`src/rtl/turbo_iter_sched.sv`:
```
// Turbo decoder iteration scheduler: drives the shared SISO core through alternating
// half-iterations with ping-pong extrinsic banks, early termination and a watchdog.
module turbo_iter_sched #(
  parameter int MAX_ITER = 8,
  parameter int MIN_ITER = 2,
  parameter int TIMEOUT  = 4096,
  parameter int ITER_W   = 4
) (
  input  logic              clk,
  input  logic              rst_n,
  input  logic              frame_valid,
  output logic              frame_ready,
  input  logic              flush,
  output logic              core_start,
  output logic              core_half,
  output logic              core_use_ext,
  output logic              ext_rd_bank,
  output logic              ext_wr_bank,
  output logic              core_abort,
  input  logic              core_done,
  input  logic              core_hd_stable,
  output logic              out_valid,
  input  logic              out_ready,
  output logic [ITER_W-1:0] out_iters,
  output logic              out_early,
  output logic              out_err
);

  localparam int WD_W = (TIMEOUT > 2) ? $clog2(TIMEOUT) : 1;

  localparam logic [2:0] S_IDLE  = 3'd0;
  localparam logic [2:0] S_START = 3'd1;
  localparam logic [2:0] S_WAIT  = 3'd2;
  localparam logic [2:0] S_CHECK = 3'd3;
  localparam logic [2:0] S_OUT   = 3'd4;

  localparam logic [ITER_W-1:0] MIN_N = ITER_W'(MIN_ITER);
  localparam logic [ITER_W-1:0] MAX_N = ITER_W'(MAX_ITER);
  localparam logic [WD_W-1:0]   WD_LAST = WD_W'(TIMEOUT - 1);

  logic [2:0]        state_q, state_d;
  logic [ITER_W-1:0] iter_q, iter_d;
  logic              half_q, half_d;
  logic [WD_W-1:0]   wdog_q, wdog_d;
  logic              stable_q, stable_d;
  logic              chalf_q, chalf_d;
  logic              use_ext_q, use_ext_d;
  logic              rd_bank_q, rd_bank_d;
  logic              wr_bank_q, wr_bank_d;
  logic [ITER_W-1:0] iters_q, iters_d;
  logic              early_q, early_d;
  logic              err_q, err_d;

  logic              load_start;
  logic              go_idle;
  logic [ITER_W-1:0] n_iter;

  assign n_iter = iter_q + 1'b1;

  always_comb begin
    state_d    = state_q;
    iter_d     = iter_q;
    half_d     = half_q;
    wdog_d     = wdog_q;
    stable_d   = stable_q;
    iters_d    = iters_q;
    early_d    = early_q;
    err_d      = err_q;
    core_abort = 1'b0;
    load_start = 1'b0;
    go_idle    = 1'b0;

    case (state_q)
      S_IDLE: begin
        if (frame_valid) begin
          iter_d     = '0;
          half_d     = 1'b0;
          load_start = 1'b1;
          state_d    = S_START;
        end
      end
      S_START: begin
        if (flush) begin
          core_abort = 1'b1;
          go_idle    = 1'b1;
        end else begin
          wdog_d  = '0;
          state_d = S_WAIT;
        end
      end
      S_WAIT: begin
        // flush beats core_done, and core_done beats the watchdog in the same cycle
        if (flush) begin
          core_abort = 1'b1;
          go_idle    = 1'b1;
        end else if (core_done) begin
          stable_d = core_hd_stable;
          state_d  = S_CHECK;
        end else if (wdog_q == WD_LAST) begin
          core_abort = 1'b1;
          err_d      = 1'b1;
          early_d    = 1'b0;
          iters_d    = iter_q;
          state_d    = S_OUT;
        end else begin
          wdog_d = wdog_q + 1'b1;
        end
      end
      S_CHECK: begin
        if (flush) begin
          go_idle = 1'b1;
        end else if (!half_q) begin
          half_d     = 1'b1;
          load_start = 1'b1;
          state_d    = S_START;
        end else if ((stable_q && (n_iter >= MIN_N)) || (n_iter == MAX_N)) begin
          iters_d = n_iter;
          early_d = (n_iter < MAX_N);
          err_d   = 1'b0;
          state_d = S_OUT;
        end else begin
          iter_d     = n_iter;
          half_d     = 1'b0;
          load_start = 1'b1;
          state_d    = S_START;
        end
      end
      S_OUT: begin
        if (flush || out_ready) go_idle = 1'b1;
      end
      default: go_idle = 1'b1;
    endcase

    // Core steering is captured on START entry so it holds through CHECK.
    chalf_d   = chalf_q;
    use_ext_d = use_ext_q;
    rd_bank_d = rd_bank_q;
    wr_bank_d = wr_bank_q;
    if (load_start) begin
      chalf_d   = half_d;
      use_ext_d = (iter_d != '0) || half_d;
      wr_bank_d = half_d;
      rd_bank_d = ~half_d;
    end

    if (go_idle) begin
      state_d   = S_IDLE;
      iter_d    = '0;
      half_d    = 1'b0;
      wdog_d    = '0;
      stable_d  = 1'b0;
      chalf_d   = 1'b0;
      use_ext_d = 1'b0;
      rd_bank_d = 1'b0;
      wr_bank_d = 1'b0;
      iters_d   = '0;
      early_d   = 1'b0;
      err_d     = 1'b0;
    end
  end

  always_ff @(posedge clk or negedge rst_n) begin
    if (!rst_n) begin
      state_q   <= S_IDLE;
      iter_q    <= '0;
      half_q    <= 1'b0;
      wdog_q    <= '0;
      stable_q  <= 1'b0;
      chalf_q   <= 1'b0;
      use_ext_q <= 1'b0;
      rd_bank_q <= 1'b0;
      wr_bank_q <= 1'b0;
      iters_q   <= '0;
      early_q   <= 1'b0;
      err_q     <= 1'b0;
    end else begin
      state_q   <= state_d;
      iter_q    <= iter_d;
      half_q    <= half_d;
      wdog_q    <= wdog_d;
      stable_q  <= stable_d;
      chalf_q   <= chalf_d;
      use_ext_q <= use_ext_d;
      rd_bank_q <= rd_bank_d;
      wr_bank_q <= wr_bank_d;
      iters_q   <= iters_d;
      early_q   <= early_d;
      err_q     <= err_d;
    end
  end

  assign frame_ready  = (state_q == S_IDLE);
  assign core_start   = (state_q == S_START);
  assign out_valid    = (state_q == S_OUT);
  assign core_half    = chalf_q;
  assign core_use_ext = use_ext_q;
  assign ext_rd_bank  = rd_bank_q;
  assign ext_wr_bank  = wr_bank_q;
  assign out_iters    = iters_q;
  assign out_early    = early_q;
  assign out_err      = err_q;

endmodule

```
`config.mk`:
```
export PLATFORM = sky130hd
export DESIGN_NAME = turbo_iter_sched
export DESIGN_NICKNAME = d
export VERILOG_FILES = /design/src/rtl/turbo_iter_sched.sv
export SDC_FILE = /design/constraint.sdc
export NUM_CORES = 1
export LEC_CHECK = 0
export CORE_MARGIN = 5
export CORE_UTILIZATION = 35
export DETAILED_ROUTE_END_ITERATION = 7
export GPL_ROUTABILITY_DRIVEN = 0
export PLACE_DENSITY = 0.59
export SYNTH_ARGS = -nofsm -noshare
export SYNTH_HDL_FRONTEND = slang
export SYNTH_SLANG_ARGS = --single-unit
```
`constraint.sdc`:
```
create_clock -name clk -period 2.9 [get_ports clk]
set_clock_uncertainty 0.1 [all_clocks]
set_input_delay 0.58 -clock clk [delete_from_list [all_inputs] [get_ports clk]]
set_output_delay 0.58 -clock clk [all_outputs]
set_load 0.05 [all_outputs]
```
### Word level (Yosys, flattened, before mapping)

Index checks and enable logic that the tools add are counted.

* register bits: 30
* input bits: 7
* output and inout bits: 14
* word-level logic and storage cells: 124

* add/sub/neg operators: 2
* order comparisons: 2
* eq/ne operators: 17
* mux-type cells: 74
* bitwise gates (word level): 1
* reduce and logical (&&, ||, !) cells: 17

Operators with widths (number)
* 2-to-1 mux 12 bit: 5
* 2-to-1 mux 4 bit: 12
* 2-to-1 mux 1 bit: 38
* 2-to-1 mux 3 bit: 9
* one-hot mux 12 bit (2 select lines): 1
* inequality test 3 bit, second input constant: 7
* one-hot mux 4 bit (2 select lines): 2
* adder 12 x 1 -> 12 bit, second input constant: 1
* equality test 12 bit, second input constant: 1
* one-hot mux 3 bit (4 select lines): 1
* one-hot mux 1 bit (2 select lines): 5
* AND reduction 7 bit: 1
* equality test 3 x 2 -> 1 bit, second input constant: 2
* inequality test 3 x 2 -> 1 bit, second input constant: 2
* AND reduction 6 bit: 1
* nonzero test 2 bit: 3
* nonzero test 3 bit: 2
* AND reduction 5 bit: 1
* nonzero test 5 bit: 1
* adder 4 x 1 -> 4 bit, second input constant: 1
* equality test 4 bit, second input constant: 1
* greater-or-equal comparator 4 x 2 -> 1 bit, second input constant: 1
* < comparator 4 bit, second input constant: 1
* inequality test 4 bit, second input constant: 1
* 11 further kinds: 13

### Longest topological paths before layout

Gate-level depths: netlist (run 1).

* word-level depth: 12
* gate-level depth with buffers: 9
* gate-level depth less buffers: 9

### Least setup slack after synthesis (run 1)

OpenSTA, ideal clock, no wires.

* path kind: register to output
* from: register state_q[1]
* to: output port core_abort
* data arrival time: 1.941 ns
* setup slack: 0.279 ns
* cell stages (with the launch flop): 6
* buffers on the path: 1
* path through: dfrtp_1 -> buf_2 -> nand2b_1 -> nor2_1 -> o21ai_0 -> nand2_1

* word-level cells in the longest chain between the ends: 2
* elaborated cells on any way between the ends: 3
* those cells by class: eq/ne: 2; mux: 1

RTL lines
* start, declared: RTL line 41 `logic [2:0] state_q, state_d;`
* start signal, assigned: RTL line 177 `state_q <= state_d;`
* equality test 3 x 1 -> 1 bit
* via core_start: RTL line 14 `output logic core_start,`
* one-hot mux 1 bit (2 select lines): RTL line 73 `case (state_q)`
* end, declared: RTL line 19 `output logic core_abort,`

The timed path passes the listed nets, and every way through them passes these cells.

### Final worst setup path (run 1)

* from: register state_q[1]
* to: output port core_start

* word-level cells in the longest chain between the ends: 1

RTL lines
* equality test 3 x 1 -> 1 bit: RTL line 193 `assign core_start = (state_q == S_START);`
* end, declared: RTL line 14

Every way passes these cells.

==> impl_metrics.ini, run 1 <==
[finish]
multi_input_area_mm2 = 0.00110
drive_gt1_frac = 0.143
diodes = 0
finalNetCount = 240
area_growth_syn_to_layout_pct = 19.9
seq_area_um2 = 751
fillers = 539
final_area_mm2 = 0.00231

[synth]
yosysWarningCount = 0
synth_seq_area_share = 0.390
synthFlopType = dfrtp_1
ys_types = 53
synth_edf_count = 0
syn_area_per_cell_um2 = 9.34
synth_cells = 206
ys_async_sr_fraction = 1.00
syn_nets = 216
syn_area_mm2 = 0.00192
ys_seq_elements = 30

[power_and_ir_drop]
ir_drop_mv = 0.494
power_leakage_nw = 0.979
p_per_area_mw_per_mm2 = 717
finalPower_mw = 1.66

[drt]
wl_per_cell_um = 13.7
route.detailed.drc = 0
drtAntennaViolNets = 0
first_iter_violations = 77
via_per_inst = 5.00
first_pass_iters = 4
routed-via-count = 1514
drt_wl_total_um = 4160

[status]
outcome = finished clean

[sta]
min_period_ns = 2.71
hold_violations = 0
slew_headroom = 0.664
period_share = 0.935
hold_ws_ns = 0.385
finalSetupViolCount = 0
max_freq_mhz = 369
setup_ws_ns = 0.188
rsz0062_at_grt = no
setup_tns_ns = 0
timing.final.max_slew_violations = 0
worst_slew_pin_slew_ns = 0.503

[setup_path]
crit_family = buffers and inverters
reg2reg_depth = 8
crit_type = flop to output pin
cp.required_ns = 2.22
cp_data_arrival_time_ns = 2.03
reg2reg_slack_ns = 0.32
slowest_stage = clkdlybuf4s50_1
reg2reg_to = out_iters[2]$_DFFE_PN0P_
critPathMaxStageDelay_ns = 0.84
path_cells = nand2b_1, nor2_1, clkdlybuf4s50_1
timing.rr.start = iter_q[0]$_DFF_PN0_
critPathCaptureType = output pin
path_buf_inv = 1
crit_path_max_fanout = 12
critPathLaunchType = flop

[worst_hold_path]
min_path_cells = 1
hold-path-endpoint = ext_rd_bank$_DFFE_PN0P_
worstHoldPathType = flop to flop
hp-start = ext_rd_bank$_DFFE_PN0P_

[global_routing]
grt_first_pass_wirelength_um = 7650
grt_pass1_vias = 1573
grt_overflow = 0
grt_max_degree = 31
grt_usage = 0.130
antenna_found_initial = 0

[floorplan]
die_y_um = 84.2
die_w_um = 84.2
pin_count = 21
num_rows = 27
die-area_mm2 = 0.00708
core_region_area_mm2 = 0.00544
initial_core_util = 0.354

[cts]
cts_setup_buffers = 0
hold_buffers = 0
cts_resized = 0
clockRootBuffer = clkbuf_8
cts_tree = built
htree_levels = 2
cts.sinks = 30
cts_buffers = 5
clkTransAtPathRegs_ns = 0.07
clock_latency_ns = 0.28
clockBufferDepth = 2

[place]
dp_hpwl_um = 3080
pre_cts_ws_ns = 0.268
postPlaceCellArea_mm2 = 0.00222
port_buffers = 20

[flow_run]
cap_violations = 0
-- power breakdown --
part           leakage (nW)  internal [mW]  total [mW]  switching, mW
combinational         0.521          0.298       0.775          0.477
sequential            0.410          0.472       0.532         0.0606
clock                0.0482          0.191       0.348          0.156
-- area by class of cell --
| type | instances | area share |
|---|---|---|
| clock buffers | 7 | 0.0374 |
| clock inverters | 1 | 0.00217 |
| inverters | 7 | 0.0114 |
| multi-input cells | 160 | 0.475 |
| flip-flops and latches | 30 | 0.325 |
| well taps | 72 | 0.0390 |
| repair buffers | 26 | 0.110 |
-- layer usage --
metal,wire [µm],vias to the layer above,GRT usage
met3,143,4,0.0314
met5,0,-,0
met2,1850,24,0.191
met4,35,0,0.0409
met1,2130,711,0.189
li1,-,775,-
-- sequential cells by signal, summed over array words and instances, names as in the netlist --
| name | flops |
|---|---|
| half_q | 1 |
| out_early | 1 |
| ext_wr_bank | 1 |
| stable_q | 1 |
| iter_q | 4 |
| wdog_q | 12 |
| core_use_ext | 1 |
| out_err | 1 |
| ext_rd_bank | 1 |
| state_q | 3 |
| out_iters | 4 |
-- stage by stage --
| stage | util | cells |
|---|---|---|
| floorplan | - | 206 |
| global placement | 0.407 | 295 |
| detailed placement | 0.407 | 295 |
| CTS | 0.424 | 303 |
| global route | 0.424 | 303 |
| finish | 0.424 | 303 |
-- synth_stat cells, drive strengths merged (2+ instances only) --
master	number	area, µm²
nand3	10	55.1
dfrtp	30	751
nor3	5	25.0
nor2b	3	18.8
o21ai	9	45.0
and4	4	35.0
ha	3	37.5
nand2	16	60.1
and4b	2	23.8
nor4	2	12.5
nor3b	2	15.0
nand4	2	12.5
and2	5	31.3
xnor2	9	78.8
xor2	4	35.0
buf	5	36.3
a21oi	12	71.3
mux2	7	101
and3	3	18.8
and2b	2	15.0
a211oi	5	47.5
a21o	2	15.0
nand2b	3	18.8
inv	7	26.3
clkbuf	4	15.0
o22a	2	26.3
nor2	31	116
-- layout by cell type (no fill, tap or decap), types with 2 or more instances in the layout --
| cell | n |
|---|---|
| and2b_1 | 2 |
| dfrtp_1 | 30 |
| a211oi_1 | 3 |
| nand2_1 | 16 |
| nor4_1 | 2 |
| o21ai_1 | 2 |
| mux2_4 | 6 |
| o21ai_0 | 7 |
| a211oi_2 | 2 |
| nand3_1 | 9 |
| nor2b_1 | 3 |
| nor3_1 | 5 |
| buf_4 | 7 |
| nand2b_1 | 3 |
| nor3b_1 | 2 |
| ha_1 | 3 |
| a21o_1 | 2 |
| nor2_1 | 31 |
| xnor2_1 | 9 |
| a21oi_2 | 3 |
| a21oi_1 | 9 |
| xor2_1 | 4 |
| and4_1 | 4 |
| clkbuf_8 | 6 |
| and3_1 | 3 |
| nand4_1 | 2 |
| and2_1 | 5 |
| clkdlybuf4s50_1 | 18 |
| inv_1 | 7 |
-- kinds of logic after synthesis --
group	Yosys count	synth area share
flops	30	0.390
fa+ha+maj	3	0.0195
compound gates	42	0.180
buf+inv	16	0.0403
mux	8	0.0579
simple gates	94	0.253
xor+xnor	13	0.0592
-- worst max path at each step --
stage / depth (start not counted) / slack, ns / startpoint / end
finish: 3 / 0.19 / state_q[1]$_DFFE_PN0P_ / core_start
global route: 8 / 0.08 / iter_q[0]$_DFF_PN0_ / iter_q[1]$_DFF_PN0_
CTS: 3 / 0.18 / state_q[1]$_DFFE_PN0P_ / core_start
detailed placement: 8 / 0.27 / flush / wdog_q[11]$_DFFE_PN0P_
global placement: 8 / 0.28 / flush / wdog_q[11]$_DFFE_PN0P_
floorplan: 5 / 0.28 / state_q[1]$_DFFE_PN0P_ / core_abort
-- worst reg2reg max path, stage by stage (launching register included) --
cell	delay, ns
dfrtp_1	0.44
buf_4	0.19
ha_1	0.42
nand3_1	0.12
o21ai_1	0.32
a21bo_4	0.21
a21oi_2	0.06
o22a_4	0.28
mux2_4	0.31
(Power assumes the default switching activity.)
==> run 2, diff against run 1 <==
Settings changed: ABC_AREA from default to 1, SKIP_CTS_REPAIR_TIMING from default to 1.
==> run 2 against run 1 <==
First-iteration DRC count up 61%; sequential share of layout area up 1.1 points; register-to-register slack better by 0.28 ns; cell area down 3.1%; non-clock buffer count down 3; routed wire length up 3.4%; critical path type unchanged; largest power group unchanged; highest routed layer unchanged.
==> impl_metrics.ini, run 2 <==
[sta]
worst_slew_pin_slew_ns = 0.507
setup_tns_ns = 0
rsz0062_at_grt = no
finalSetupViolCount = 0
slew_headroom = 0.661
period_share = 0.956
min_period_ns = 2.77
max_freq_mhz = 361
hold_violations = 0
timing.final.max_slew_violations = 0

[power_and_ir_drop]
p_switching_mw = 1.01
ir_drop_mv = 0.454
p_clk_frac = 0.163
p_sw_frac = 0.496
pwr-share-seq = 0.279
p_per_area_mw_per_mm2 = 909
power_leakage_nw = 1.05
pwr-share-comb = 0.558
internal_power_mw = 1.02
finalPower_mw = 2.03

[global_routing]
grt_usage = 0.135
antenna_found_initial = 0
grt_first_pass_wirelength_um = 7650
grt_max_degree = 31
grt_pass1_vias = 1593
grt_overflow = 0

[drt]
routed-via-count = 1704
route.detailed.drc = 0
drt_wl_total_um = 4300
drtAntennaViolNets = 0
via_per_inst = 4.80
wl_per_cell_um = 12.1
first_pass_iters = 4
first_iter_violations = 124

[finish]
regMostFlops = wdog_q
fillers = 557
multi_input_area_um2 = 935
finalNetCount = 296
seq_area_um2 = 751
area_growth_syn_to_layout_pct = 19.3
drive_gt1_frac = 0.0947
layout_commonest_cell = nand2_1
diodes = 0
final_cell_mix = 66 x nand2_1, 37 x inv_1, 30 x dfrtp_1
largest_register_ffs = 12

[status]
outcome = finished clean

[floorplan]
pin_count = 21
die_w_um = 83.2
core_region_area_mm2 = 0.00514
num_rows = 26
initial_core_util = 0.364
die_y_um = 83.2
die-area_mm2 = 0.00691

[flow_run]
cap_violations = 0

[setup_path]
crit_path_max_fanout = 6
critPathCaptureType = output pin
crit_type = flop to output pin
critPathLaunchType = flop
cp.required_ns = 2.22
cp_data_arrival_time_ns = 2.09

[synth]
synth_cells = 264
yosysWarningCount = 0
synthFlopType = dfrtp_1
yosysTopAreaCell = dfrtp_1
synth_edf_count = 0
synth.area.top_cells = dfrtp_1 40%, nand2_1 13%, inv_1 7.4%, o21ai_0 5.6%, nor2_1 5.2%
syn_area_mm2 = 0.00187
ys_async_sr_fraction = 1.00
synth_top_area_share = 0.401
synth_seq_area_share = 0.401
syn_nets = 274
yosysMostFrequentCell = nand2_1
ys_types = 31
yosys-top-cells-count = 66 x nand2_1, 37 x inv_1, 30 x dfrtp_1, 26 x nor2_1, 21 x o21ai_0
syn_area_per_cell_um2 = 7.09
ys_seq_elements = 30

[cts]
clkTransAtPathRegs_ns = 0.06
clockRootBuffer = clkbuf_8
htree_levels = 2
clockBufferDepth = 2
cts_buffers = 5
cts_tree = built
cts.sinks = 30
clock_latency_ns = 0.28

[place]
port_buffers = 20
dp_hpwl_um = 3190

[worst_hold_path]
worstHoldPathType = flop to flop
[run 2: cell types whose count changed in the layout (fill, tap and decap cells not counted), sizes merged, moves of 4 or more]
cell    before  now
nand2       16   68
inv          7   39
o21ai        9   26
nand3       10   20
mux2         7    0
xnor2        9    2
and2         5    0
a211oi       5    1
a21oi       12   16
and4         4    0
buf          8    4
nor3         5    9
[run 2: metrics by stage]
stage	instances	worst slack (ns)	area, µm²	hold slack, ns	util
global placement	349	0.220	2140	0.364	0.417
CTS	355	0.143	2230	0.389	0.433
global route	355	0.00187	2230	0.411	0.435
finish	355	0.127	2230	0.381	0.435
detailed placement	349	0.268	2140	0.373	0.417
floorplan	264	0.0433	1870	0.184	-
[run 2: power by group through the flow]
stage          clock [mW]  sequential, mW  combinational [mW]
6_report            0.330           0.567                1.13
5_1_grt             0.368           0.581                1.25
4_1_cts             0.346           0.568                1.14
3_5_place_dp            0           0.575                1.13
3_3_place_gp            0           0.575                1.14
2_1_floorplan           0           0.750               0.667
[run 2: layout make-up]
| cell class | instances | share of cell area |
|---|---|---|
| Sequential cell | 30 | 0.336 |
| Inverter | 39 | 0.0655 |
| Tap cell | 70 | 0.0392 |
| Timing Repair Buffer | 23 | 0.104 |
| Clock buffer | 6 | 0.0370 |
| Multi-Input combinational cell | 187 | 0.418 |
[run 2: metal layers]
layer,track usage,part of all wire
met1,0.199,0.53
met2,0.184,0.40
met3,0.0416,0.056
met4,0.0490,0.015
met5,0,0
[run 2: cell families (layout without fill, tap and decap cells)]
group                      Yosys count  after routing  synth area share
DFF                                 30             30             0.401
and+or+nand+nor                    135            135             0.323
adders and majority gates            3              3            0.0200
AOI/OAI and AO/OA                   45             45             0.133
buffers and inverters               47             68             0.105
xor gates and xnor gates             4              4            0.0187
[run 2: worst paths after layout]
kind                                        startpoint                     to  slack, ns  cells after the start
max in group asynchronous                        rst_n   stable_q$_DFFE_PN0P_       1.82                      2
worst min register to register   out_early$_DFFE_PN0P_  out_early$_DFFE_PN0P_       0.38                      2
worst max-delay path            state_q[1]$_DFFE_PN0P_             core_start       0.13                      2
min in group asynchronous                        rst_n  wdog_q[1]$_DFFE_PN0P_       0.59                      2
worst min-delay path             out_early$_DFFE_PN0P_  out_early$_DFFE_PN0P_       0.38                      2
worst max register to register  state_q[1]$_DFFE_PN0P_  wdog_q[4]$_DFFE_PN0P_       0.60                     11
[run 2: worst max-delay path, cell delays in order (launching register included)]
cell,delay [ns]
dfrtp_1,0.44
nor3_1,0.47
clkdlybuf4s50_1,0.90
==> run 3, diff against run 2 <==
Settings changed: GPL_TIMING_DRIVEN from default to 0.
==> run 3 against run 2 <==
Utilization rose by 1.5 points; sequential cell count did not move; die area did not move; sequential share of layout area fell by 1.1 points; first-iteration DRC count fell by 20%; critical path depth rose by 9; routed wire length rose by 3.2%; power rose by 3.9%; clock power rose by 6%; critical path type unchanged; largest cell class unchanged.
==> impl_metrics.ini, run 3 (synthesized netlist as in run 2, its figures left out) <==
[cts]
clockRootBuffer = clkbuf_8
clock_latency_ns = 0.28
htree_levels = 2
cts.sinks = 30
clkTransAtPathRegs_ns = 0.06
cts_buffers = 5
cts_tree = built
clockBufferDepth = 2

[setup_path]
cp_data_arrival_time_ns = 2.14
critPathCaptureType = output pin
crit_top_cell = nand2_2
path_cells = ha_2, nand3_4, nor3_4, nand2_2, nor2_4, nand2_2, inv_2, nand4_1, a21oi_2, a21o_1, buf_6
slowest_stage = dfrtp_1
cp.required_ns = 2.22
crit_type = flop to output pin
critPathMaxStageDelay_ns = 0.37
critPathLaunchType = flop
crit_path_max_fanout = 3

[finish]
largest_register_ffs = 12
finalNetCount = 306
multi_input_area_um2 = 953
diodes = 0
drive_gt1_frac = 0.128
seq_area_um2 = 751
fin_cells = 367
regMostFlops = wdog_q
area_growth_syn_to_layout_pct = 23.5
layout_commonest_cell = nand2_1
fin_util = 0.450
final_cell_mix = 65 x nand2_1, 36 x inv_1, 30 x dfrtp_1
fillers = 562
final_area_mm2 = 0.00231

[power_and_ir_drop]
ir_drop_mv = 0.556
pwr-share-comb = 0.567
p_clk_frac = 0.165
finalPower_mw = 2.11
internal_power_mw = 1.08
power_leakage_nw = 1.09
p_switching_mw = 1.03
p_sw_frac = 0.490
p_per_area_mw_per_mm2 = 912
pwr-share-seq = 0.268

[floorplan]
core_region_area_mm2 = 0.00514
pin_count = 21
die_w_um = 83.2
num_rows = 26
die-area_mm2 = 0.00691
initial_core_util = 0.364
die_y_um = 83.2

[place]
postPlaceCellArea_mm2 = 0.00216
dp_hpwl_um = 3230
port_buffers = 20
pre_cts_ws_ns = -0.200
placed_cells = 354

[sta]
finalSetupViolCount = 0
max_freq_mhz = 354
period_share = 0.973
hold_ws_ns = 0.237
slew_headroom = 0.545
hold_violations = 0
rsz0062_at_grt = yes
setup_ws_ns = 0.0787
min_period_ns = 2.82
setup_tns_ns = 0
timing.final.max_slew_violations = 0
worst_slew_pin_slew_ns = 0.682

[drt]
wl_per_cell_um = 12.1
via_per_inst = 4.70
route.detailed.drc = 0
first_iter_violations = 99
drtAntennaViolNets = 0
drt_wl_total_um = 4440
routed-via-count = 1724
first_pass_iters = 4

[global_routing]
grt_max_degree = 31
grt_first_pass_wirelength_um = 7900
antenna_found_initial = 0
grt_overflow = 0
grt_usage = 0.139
grt_pass1_vias = 1676

[status]
outcome = finished clean

[worst_hold_path]
worstHoldPathType = input port to asynchronous set/reset pin

[flow_run]
cap_violations = 0
==> run 3: cell count changes in the layout (fill, tap and decap cells not counted), sizes merged <==
cell           change
buf                +7
clkbuf             +5
clkdlybuf4s50      -1
clkinv             +1
==> run 3: power groups by stage <==
stage / combinational, mW / sequential (mW) / clock (mW)
after floorplan: 0.667 / 0.750 / 0
after global placement: 1.18 / 0.576 / 0
after detailed placement: 1.18 / 0.575 / 0
after CTS: 1.19 / 0.567 / 0.357
after global routing: 1.33 / 0.581 / 0.386
final: 1.20 / 0.565 / 0.349
==> run 3: area by class of cell <==
type	instances	area share
multi-input combinational	187	0.412
sequential	30	0.324
timing repair buffer	25	0.101
inverter	39	0.0633
tap	70	0.0379
clock buffer	7	0.0373
buffer	8	0.0216
clock inverter	1	0.00216
==> run 3: critical path: cells and delay by family (launching register included) <==
family / cells / cell delay, ns
and+or+nand+nor: 6 / 0.76
DFF: 1 / 0.37
AOI/OAI and AO/OA: 2 / 0.29
adders and majority gates: 1 / 0.22
buffers and inverters: 2 / 0.22
==> run 3: final timing paths <==
| kind | cells after the start | slack [ns] | start | endpoint |
|---|---|---|---|---|
| max | 11 | 0.08 | wdog_q[1]$_DFFE_PN0P_ | core_abort |
| min | 1 | 0.24 | rst_n | wdog_q[5]$_DFFE_PN0P_ |
| max reg2reg | 15 | 0.67 | iter_q[1]$_DFF_PN0_ | core_use_ext$_DFFE_PN0P_ |
| min reg2reg | 2 | 0.38 | core_use_ext$_DFFE_PN0P_ | core_use_ext$_DFFE_PN0P_ |
| max in group asynchronous | 1 | 2.02 | rst_n | state_q[1]$_DFFE_PN0P_ |
| min in group clk | 2 | 0.38 | core_use_ext$_DFFE_PN0P_ | core_use_ext$_DFFE_PN0P_ |
==> run 3: metal layers <==
layer  GRT usage  wire length (µm)  vias up  part of all wire
met5           0                 0        -                 0
met4      0.0550                94        0             0.021
met3      0.0347               252       10             0.057
met2       0.202              1900       47              0.43
met1       0.196              2190      756              0.49
li1            -                 -      911                 -
